**config.mk**
```make
export PLATFORM = sky130hd
export DESIGN_NAME = blind_sequencer
export DESIGN_NICKNAME = d
export VERILOG_FILES = /design/src/rtl/blind_sequencer_pkg.sv /design/src/rtl/blind_req_arb.sv /design/src/rtl/blind_sequencer.sv
export SDC_FILE = /design/constraint.sdc
export NUM_CORES = 1
export LEC_CHECK = 0
export CAP_MARGIN = 20
export CELL_PAD_IN_SITES_DETAIL_PLACEMENT = 1
export CELL_PAD_IN_SITES_GLOBAL_PLACEMENT = 1
export CORE_ASPECT_RATIO = 1.1
export CORE_MARGIN = 4
export CORE_UTILIZATION = 46
export DETAILED_ROUTE_END_ITERATION = 8
export PLACE_DENSITY_LB_ADDON = 0.1
export RECOVER_POWER = 25
export SYNTH_ARGS = -nofsm -noshare
export SYNTH_HDL_FRONTEND = slang
export SYNTH_SLANG_ARGS = --single-unit
```
**constraint.sdc**
```tcl
create_clock -name clk -period 3.78 [get_ports clk]
set_clock_uncertainty 0.2 [all_clocks]
set_input_delay 0.756 -clock clk [delete_from_list [all_inputs] [get_ports clk]]
set_output_delay 0.756 -clock clk [all_outputs]
set_load 0.05 [all_outputs]
```
**src/rtl/blind_sequencer_pkg.sv**
```systemverilog
// Shared encodings for the blind motor sequencer: motor commands, position
// codes and controller states.
package blind_sequencer_pkg;

    localparam logic [1:0] CMD_STOP = 2'b00;
    localparam logic [1:0] CMD_UP   = 2'b01;
    localparam logic [1:0] CMD_DOWN = 2'b10;

    localparam logic [1:0] POS_UNKNOWN = 2'b00;
    localparam logic [1:0] POS_OPEN    = 2'b01;
    localparam logic [1:0] POS_CLOSED  = 2'b10;
    localparam logic [1:0] POS_BETWEEN = 2'b11;

    typedef enum logic [2:0] {
        ST_IDLE,
        ST_DEAD,
        ST_UP,
        ST_DOWN,
        ST_FAULT
    } state_t;

endpackage

```
**src/rtl/blind_req_arb.sv**
```systemverilog
// Priority resolution of manual and automatic requests for one blind:
// man_stop, then manual direction, then automatic direction.
module blind_req_arb (
    input  logic man_up,
    input  logic man_down,
    input  logic man_stop,
    input  logic auto_en,
    input  logic auto_up,
    input  logic auto_down,
    output logic stop,
    output logic dir_valid,
    output logic dir
);

    logic man_any;
    logic man_dir_valid;
    logic auto_dir_valid;

    // Up and down together from one source cancel; any manual activity mutes auto.
    assign man_any        = man_up | man_down | man_stop;
    assign man_dir_valid  = man_up ^ man_down;
    assign auto_dir_valid = auto_en & (auto_up ^ auto_down) & ~man_any;

    assign stop      = man_stop;
    assign dir_valid = ~man_stop & (man_dir_valid | auto_dir_valid);
    // dir: 0 = up, 1 = down
    assign dir       = man_dir_valid ? man_down : auto_down;

endmodule

```
**src/rtl/blind_sequencer.sv**
```systemverilog
// Motor sequencer for one blind: request arbitration, dead-time before every
// start/reversal, travel timeout and limit-switch sanity, with registered outputs.
module blind_sequencer
    import blind_sequencer_pkg::*;
#(
    parameter int unsigned DEADTIME_CYCLES = 50000,
    parameter int unsigned TIMEOUT_CYCLES  = 500000000,
    parameter int unsigned CNT_W           = 32
) (
    input  logic       clk,
    input  logic       reset,
    input  logic       man_up,
    input  logic       man_down,
    input  logic       man_stop,
    input  logic       auto_en,
    input  logic       auto_up,
    input  logic       auto_down,
    input  logic       lim_up,
    input  logic       lim_down,
    output logic [1:0] cmd,
    output logic       moving,
    output logic       fault,
    output logic [1:0] pos
);

    localparam logic [CNT_W-1:0] DEAD_LOAD = CNT_W'(DEADTIME_CYCLES - 1);
    localparam logic [CNT_W-1:0] TO_LAST   = CNT_W'(TIMEOUT_CYCLES - 1);
    localparam logic [CNT_W-1:0] CNT_ONE   = CNT_W'(1);

    logic req_stop;
    logic req_valid;
    logic req_dir;

    blind_req_arb u_arb (
        .man_up    (man_up),
        .man_down  (man_down),
        .man_stop  (man_stop),
        .auto_en   (auto_en),
        .auto_up   (auto_up),
        .auto_down (auto_down),
        .stop      (req_stop),
        .dir_valid (req_valid),
        .dir       (req_dir)
    );

    state_t           state_q, state_n;
    logic [CNT_W-1:0] cnt_q, cnt_n;
    logic [1:0]       tgt_q, tgt_n;
    logic [1:0]       pos_q, pos_n;
    logic [1:0]       cmd_q, cmd_n;
    logic             moving_q, moving_n;
    logic             fault_q, fault_n;

    logic       both_lim;
    logic [1:0] req_cmd;
    logic       accept;
    logic [1:0] run_cmd;
    logic       run_lim;

    assign both_lim = lim_up & lim_down;
    assign req_cmd  = req_dir ? CMD_DOWN : CMD_UP;
    // A request toward a limit that is already active is dropped.
    assign accept   = req_valid & ~(req_dir ? lim_down : lim_up);
    assign run_cmd  = (state_q == ST_UP) ? CMD_UP : CMD_DOWN;
    assign run_lim  = (state_q == ST_UP) ? lim_up : lim_down;

    always_ff @(posedge clk or posedge reset) begin
        if (reset) begin
            state_q  <= ST_IDLE;
            cnt_q    <= '0;
            tgt_q    <= CMD_STOP;
            pos_q    <= POS_UNKNOWN;
            cmd_q    <= CMD_STOP;
            moving_q <= 1'b0;
            fault_q  <= 1'b0;
        end else begin
            state_q  <= state_n;
            cnt_q    <= cnt_n;
            tgt_q    <= tgt_n;
            pos_q    <= pos_n;
            cmd_q    <= cmd_n;
            moving_q <= moving_n;
            fault_q  <= fault_n;
        end
    end

    always_comb begin
        state_n = state_q;
        cnt_n   = cnt_q;
        tgt_n   = tgt_q;
        pos_n   = pos_q;

        case (state_q)
            ST_IDLE: begin
                if (lim_up)
                    pos_n = POS_OPEN;
                else if (lim_down)
                    pos_n = POS_CLOSED;
                if (accept) begin
                    state_n = ST_DEAD;
                    tgt_n   = req_cmd;
                    cnt_n   = DEAD_LOAD;
                    pos_n   = POS_BETWEEN;
                end
            end
            ST_DEAD: begin
                if (req_stop) begin
                    state_n = ST_IDLE;
                    tgt_n   = CMD_STOP;
                    cnt_n   = '0;
                end else if (accept && req_cmd != tgt_q) begin
                    tgt_n = req_cmd;
                    cnt_n = DEAD_LOAD;
                end else if (cnt_q == '0) begin
                    state_n = (tgt_q == CMD_UP) ? ST_UP : ST_DOWN;
                    tgt_n   = CMD_STOP;
                end else begin
                    cnt_n = cnt_q - CNT_ONE;
                end
            end
            ST_UP, ST_DOWN: begin
                if (run_lim) begin
                    state_n = ST_IDLE;
                    cnt_n   = '0;
                    pos_n   = (state_q == ST_UP) ? POS_OPEN : POS_CLOSED;
                end else if (req_stop) begin
                    state_n = ST_IDLE;
                    cnt_n   = '0;
                    pos_n   = POS_BETWEEN;
                end else if (cnt_q == TO_LAST) begin
                    state_n = ST_FAULT;
                    cnt_n   = '0;
                    pos_n   = POS_UNKNOWN;
                end else if (accept && req_cmd != run_cmd) begin
                    state_n = ST_DEAD;
                    tgt_n   = req_cmd;
                    cnt_n   = DEAD_LOAD;
                end else begin
                    cnt_n = cnt_q + CNT_ONE;
                end
            end
            ST_FAULT: begin
                if (req_stop && !both_lim) begin
                    state_n = ST_IDLE;
                    if (lim_up)
                        pos_n = POS_OPEN;
                    else if (lim_down)
                        pos_n = POS_CLOSED;
                    else
                        pos_n = POS_UNKNOWN;
                end
            end
            default: begin
                state_n = ST_IDLE;
                cnt_n   = '0;
                tgt_n   = CMD_STOP;
                pos_n   = POS_UNKNOWN;
            end
        endcase

        // Both limits at once means broken wiring; overrides everything above.
        if (state_q != ST_FAULT && both_lim) begin
            state_n = ST_FAULT;
            cnt_n   = '0;
            tgt_n   = CMD_STOP;
            pos_n   = POS_UNKNOWN;
        end

        cmd_n    = (state_n == ST_UP)   ? CMD_UP :
                   (state_n == ST_DOWN) ? CMD_DOWN : CMD_STOP;
        moving_n = (state_n == ST_DEAD) || (state_n == ST_UP) || (state_n == ST_DOWN);
        fault_n  = (state_n == ST_FAULT);
    end

    assign cmd    = cmd_q;
    assign moving = moving_q;
    assign fault  = fault_q;
    assign pos    = pos_q;

endmodule

```
Word-level counts from Yosys, hierarchy flattened:

Index checks and enable logic that the tools add are counted.

* $add $sub $neg: 2
* eq/ne operators: 25
* mux-type cells: 50
* bitwise logic cells: 13
* reduce and logical (&&, ||, !) cells: 13

Operators with widths (count)
* $mux 32: 9
* $pmux 32 s4: 1
* $mux 2: 23
* $add 32x1->32 const B: 1
* $eq 32x29->1 const B: 1
* $logic_not 32->1: 1
* $sub 32x1->32 const B: 1
* $mux 3: 10
* $ne 3x3->1 const B: 7
* $ne 5x5->1 const B: 4
* $pmux 2 s4: 2
* $eq 3x2->1 const B: 4
* $pmux 3 s4: 1
* $reduce_and 7->1: 1
* $eq 3x1->1 const B: 2
* $eq 3x3->1 const B: 2
* $and 1x1->1: 5
* $logic_and 1x1->1: 4
* $mux 1: 4
* $ne 2x2->1: 2
* $ne 2x2->1 const B: 2
* $reduce_and 4->1: 1
* $logic_not 3->1: 1
* $not 1->1: 3
* 7 further kinds: 11

* bits in registers: 43
* input bits: 10

Depth between registers and ports, before layout:

* depth in word-level cells: 17
* depth in mapped cells: 11

Modules after synthesis:

A second synthesis with hierarchy kept.

* cell total of the unflattened synthesis: 485
* area, all modules: 3925.0 µm²

By module, submodules not included
* blind_sequencer: times used 1, cells an instance 476, area each 3856.2 µm², sequential area each 1076.0 µm²
* blind_req_arb: times used 1, cells an instance 9, area each 68.8 µm², sequential area each 0.0 µm²

Least setup slack after synthesis:

OpenSTA, ideal clock, no wires.

* path type: input port to flip-flop
* from: input port man_up
* to: register tgt_q[0]
* setup time: 0.125 ns
* data arrival time: 2.810 ns
* required time: 3.455 ns
* path slack: 0.645 ns
* cell stages on the path: 9
* cell sequence: inv_1 > ha_1 > mux2_2 > nor3_1 > nor2_1 > nor4b_1 > o31ai_1 > a21o_2 > mux2_4

* cells in the longest elaborated chain, start to end: 12
* elaborated cells on any way between the ends: 29

Ends and longest elaborated chain
* from (decl): line blind_sequencer.sv:12 `input logic man_up,`
* $or 1x1->1 (2 in a row): line blind_req_arb.sv:20 `assign man_any = man_up | man_down | man_stop;`
* $not 1->1: line blind_req_arb.sv:22 `assign auto_dir_valid = auto_en & (auto_up ^ auto_down) & ~man_any;`
* $and 1x1->1: line blind_req_arb.sv:22
* $or 1x1->1: line blind_req_arb.sv:25 `assign dir_valid = ~man_stop & (man_dir_valid | auto_dir_valid);`
* $and 1x1->1: line blind_req_arb.sv:25
* $and 1x1->1: line blind_sequencer.sv:63 `assign accept = req_valid & ~(req_dir ? lim_down : lim_up);`
* $logic_and 1x1->1: line blind_sequencer.sv:111 `end else if (accept && req_cmd != tgt_q) begin`
* $mux 2: line blind_sequencer.sv:111
* $mux 2: line blind_sequencer.sv:107 `if (req_stop) begin`
* $pmux 2 s4: line blind_sequencer.sv:93 `case (state_q)`
* $mux 2: line blind_sequencer.sv:162 `if (state_q != ST_FAULT && both_lim) begin`
* to (signal assigned): line blind_sequencer.sv:79 `tgt_q <= tgt_n;`
* to (decl): line blind_sequencer.sv:48 `logic [1:0] tgt_q, tgt_n;`

Parallel ways exist; a longest one is shown, timed or not. The select of a mux whose other input is x is not followed.
A chain may end at the register's enable or synchronous reset.

Worst setup path in the final report:

* from: input port man_down
* to: register cnt_q[22]

* cells in the longest elaborated chain, start to end: 14
* elaborated cells on any way between the ends: 27

Ends and longest elaborated chain
* from (decl): line blind_sequencer.sv:13 `input logic man_down,`
* $or 1x1->1 (2 in a row): line blind_req_arb.sv:20
* $not 1->1: line blind_req_arb.sv:22
* $and 1x1->1: line blind_req_arb.sv:22
* $or 1x1->1: line blind_req_arb.sv:25
* $and 1x1->1: line blind_req_arb.sv:25
* $and 1x1->1: line blind_sequencer.sv:63
* $logic_and 1x1->1: line blind_sequencer.sv:134 `end else if (accept && req_cmd != run_cmd) begin`
* $mux 32: line blind_sequencer.sv:134
* $mux 32: line blind_sequencer.sv:130 `end else if (cnt_q == TO_LAST) begin`
* $mux 32: line blind_sequencer.sv:126 `end else if (req_stop) begin`
* $mux 32: line blind_sequencer.sv:122 `if (run_lim) begin`
* $pmux 32 s4: line blind_sequencer.sv:93
* $mux 32: line blind_sequencer.sv:162
* to (signal assigned): line blind_sequencer.sv:78 `cnt_q <= cnt_n;`
* to (decl): line blind_sequencer.sv:47 `logic [CNT_W-1:0] cnt_q, cnt_n;`

Parallel ways exist; a longest one is shown, timed or not.

==> reports/results.txt <==
Period Utilization, post-route -> 0.9415
fillers -> 1002
Fin Hold WS -> 313.1 ps
Period minus WS final -> 3559 ps
I/O pin total -> 16
Critical-path top delay cell -> clkdlybuf4s50_1
most common cell in the netlist -> o21ai_0
Synth async-reset ratio -> 1.000
postcts setup bufs -> 0
Post-DRT Antenna Nets -> 0
hold path start -> pos[1]
largest fanout on the critical path -> 24
drt first pass iters -> 4
GRT Overall Usage -> 0.2733
hold_buf cts -> 0
post-route cell area -> 4159 um^2
Slew HR -> -0.1871
core area -> 7913 um^2
most common library cells after synthesis -> o21ai_0 (48), nand2_1 (45), dfrtp_1 (43)
Worst VDD drop -> 0.1867 mV
P per Cell Area -> 380.2 nW/um^2
via count -> 3848
crit path launch type -> input port
worst slew pin tran -> 1779 ps
WS Path Type -> in2reg
layout cells sized above 1 -> 0.1449
CTS clock-pin slew for the worst setup and hold paths -> 100 ps
global-route wire length before repair -> 20.71 mm
max_cap viols -> 1
grt ovf -> 0
Post-synth EDFFs -> 0
DP HPWL -> 9.328 mm
Final Hold Vio Count -> 0
initial DRC count -> 151
Clk Latency, worst-skew pair -> 310 ps
cts bufs inserted -> 5
Hold Path Class -> reg2reg
Initial Util -> 0.4698
Leakage -> 1.663 nW
GP Congestion -> 0.8759
Die W -> 93.71 um
CTS Root Cell -> clkbuf_8
Final nets -> 509
top cell type's share of synthesized area -> 0.2895
multi-input logic area -> 2379 um^2
Area contributors post-synth -> dfrtp_1 (29%), o21ai_0 (6.5%), nand2_1 (4.5%)
fin. max-slew vios -> 44
Syn Nets -> 491
Port Buffers -> 15
Worst EP required -> 3840 ps
worst path cell trace -> clkdlybuf4s50_1, inv_1, ha_1, mux2i_1, nor4_1, buf_4, o21ai_0, nand3_4, o41ai_1, a22o_2
largest net degree at the start of global routing -> 44
Mean Syn Cell Area -> 7.777 um^2
crit path launch -> man_down
Setup-failing EPs final -> 0
Yosys warnings -> 0
r2r startpoint -> cnt_q[15]
synthesized cell area -> 3717 um^2
RSZ-0062 raised after global routing -> false
Gate Count Post-Synth -> 478
fmax -> 0.2810 GHz
Seq/Total Area, Yosys -> 0.2895
CTS max path bufs -> 2
post-synth cell types -> 72
failing checks -> capacitance limit, slew limit
placed cells -> 597
DR vias/cell -> 6.360
Crit. End Element -> flop
chip height -> 102.3 um
number of global-route vias before repair -> 3903
register area -> 1076 um^2
status -> finished with violations
DRC Markers -> 0
synthesized flop and latch total -> 43
Yosys top cell by area -> dfrtp_1
CP max stage delay -> 500 ps
non-filler cells, final -> 605
Post-CTS Resized -> 0
initial antenna violation count -> 0
ys flop type -> dfrtp_1
ANT cells -> 0
DR WL/cell -> 20.62 um
P&R area growth vs syn -> 11.88%
Detailed Route WL -> 12.48 mm
die area -> 9585 um^2
Cell Area, Placed -> 4060 um^2
Core Rows -> 34
H-tree Lvls -> 2
clock sinks -> 43
CP arrival -> 3620 ps
CTS tree -> yes
==> critical path, delay by kind of cell <==
kind,cells,cell delay (ps)
AO/OA/AOI/OAI,3,1090
AND/OR/NAND/NOR,2,450
adder cells (fa/ha/maj),1,330
multiplexers,1,260
buffers and inverters,3,710
==> path summary, 6_finish.rpt <==
| path | to | slack [ps] | depth (start not counted) |
|---|---|---|---|
| setup / recovery | cnt_q[22] | 220 | 10 |
| hold / removal | pos[1] | 310 | 1 |
| setup reg to reg | cnt_q[6] | 440 | 8 |
| hold reg to reg | pos[1] | 310 | 1 |
| max in group asynchronous | cnt_q[1] | 1100 | 2 |
| min in group asynchronous | cnt_q[30] | 1250 | 2 |
==> power by group <==
group,internal [mW],total [mW],switching [mW]
clock,0.133,0.324,0.191
sequential,0.511,0.613,0.103
combinational,0.255,0.644,0.389
total,0.898,1.58,0.683
==> flip-flops by register name, summed over array words and instances, names as in the netlist <==
name	flops
cnt_q	32
state_q	3
cmd	2
pos	2
tgt_q	2
fault	1
moving	1
==> through the flow <==
stage	setup WS [ps]	power [mW]	TNS, ps	util
after global placement	-1.278	1.236	-1.278	0.5131
final	221.3	1.581	0	0.5256
after global routing	60.81	1.684	0	0.5256
after floorplan	644.6	1.067	0	-
after CTS	218.9	1.585	0	0.5248
after detailed placement	-97.68	1.257	-452.8	0.5131
==> final cells by class <==
cell class | count | area share
clock buffer | 5 | 0.01655
clock inverter | 3 | 0.005716
inverter | 15 | 0.01354
multi-input combinational | 380 | 0.5719
sequential | 43 | 0.2587
tap | 108 | 0.03249
timing repair buffer | 51 | 0.1011
==> metal layers <==
metal,vias to the layer above,GRT usage,wire length [um]
met3,21,0.03314,433
met1,1931,0.3525,5340
li1,1803,-,-
met2,93,0.4779,6420
met5,-,0,0
met4,0,0.08444,282
==> logic make-up (layout without fill, tap and decap cells) <==
| group | count (synthesis) | count (layout) | synth area share |
|---|---|---|---|
| flip-flops | 43 | 43 | 0.2895 |
| AND/OR/NAND/NOR | 206 | 206 | 0.3016 |
| AO/OA/AOI/OAI | 145 | 145 | 0.2595 |
| buffers and inverters | 55 | 74 | 0.07236 |
| adder cells (fa/ha/maj) | 3 | 3 | 0.01010 |
| multiplexers | 6 | 6 | 0.01986 |
| XOR/XNOR | 20 | 20 | 0.04712 |
==> placed cells by master (no fill, tap or decap), types with 6 or more instances in the layout <==
cell             netlist  routed
and3_1                 6       6
xnor2_1               10      10
nand2_1               45      45
nand4_1               10      10
nor2_1                42      42
inv_1                 15      15
nand3_1               19      19
xor2_1                10      10
dfrtp_1               43      43
nor4_1                 7       7
o22ai_1                7       7
clkdlybuf4s50_1        0      14
a22oi_1                8       8
o21ai_0               48      47
and2_1                10      10
buf_4                  1      36
a22o_2                 9       9
a21oi_1               22      22
nor3_1                27      27
No activity file was read; power rests on OpenSTA's default activity.
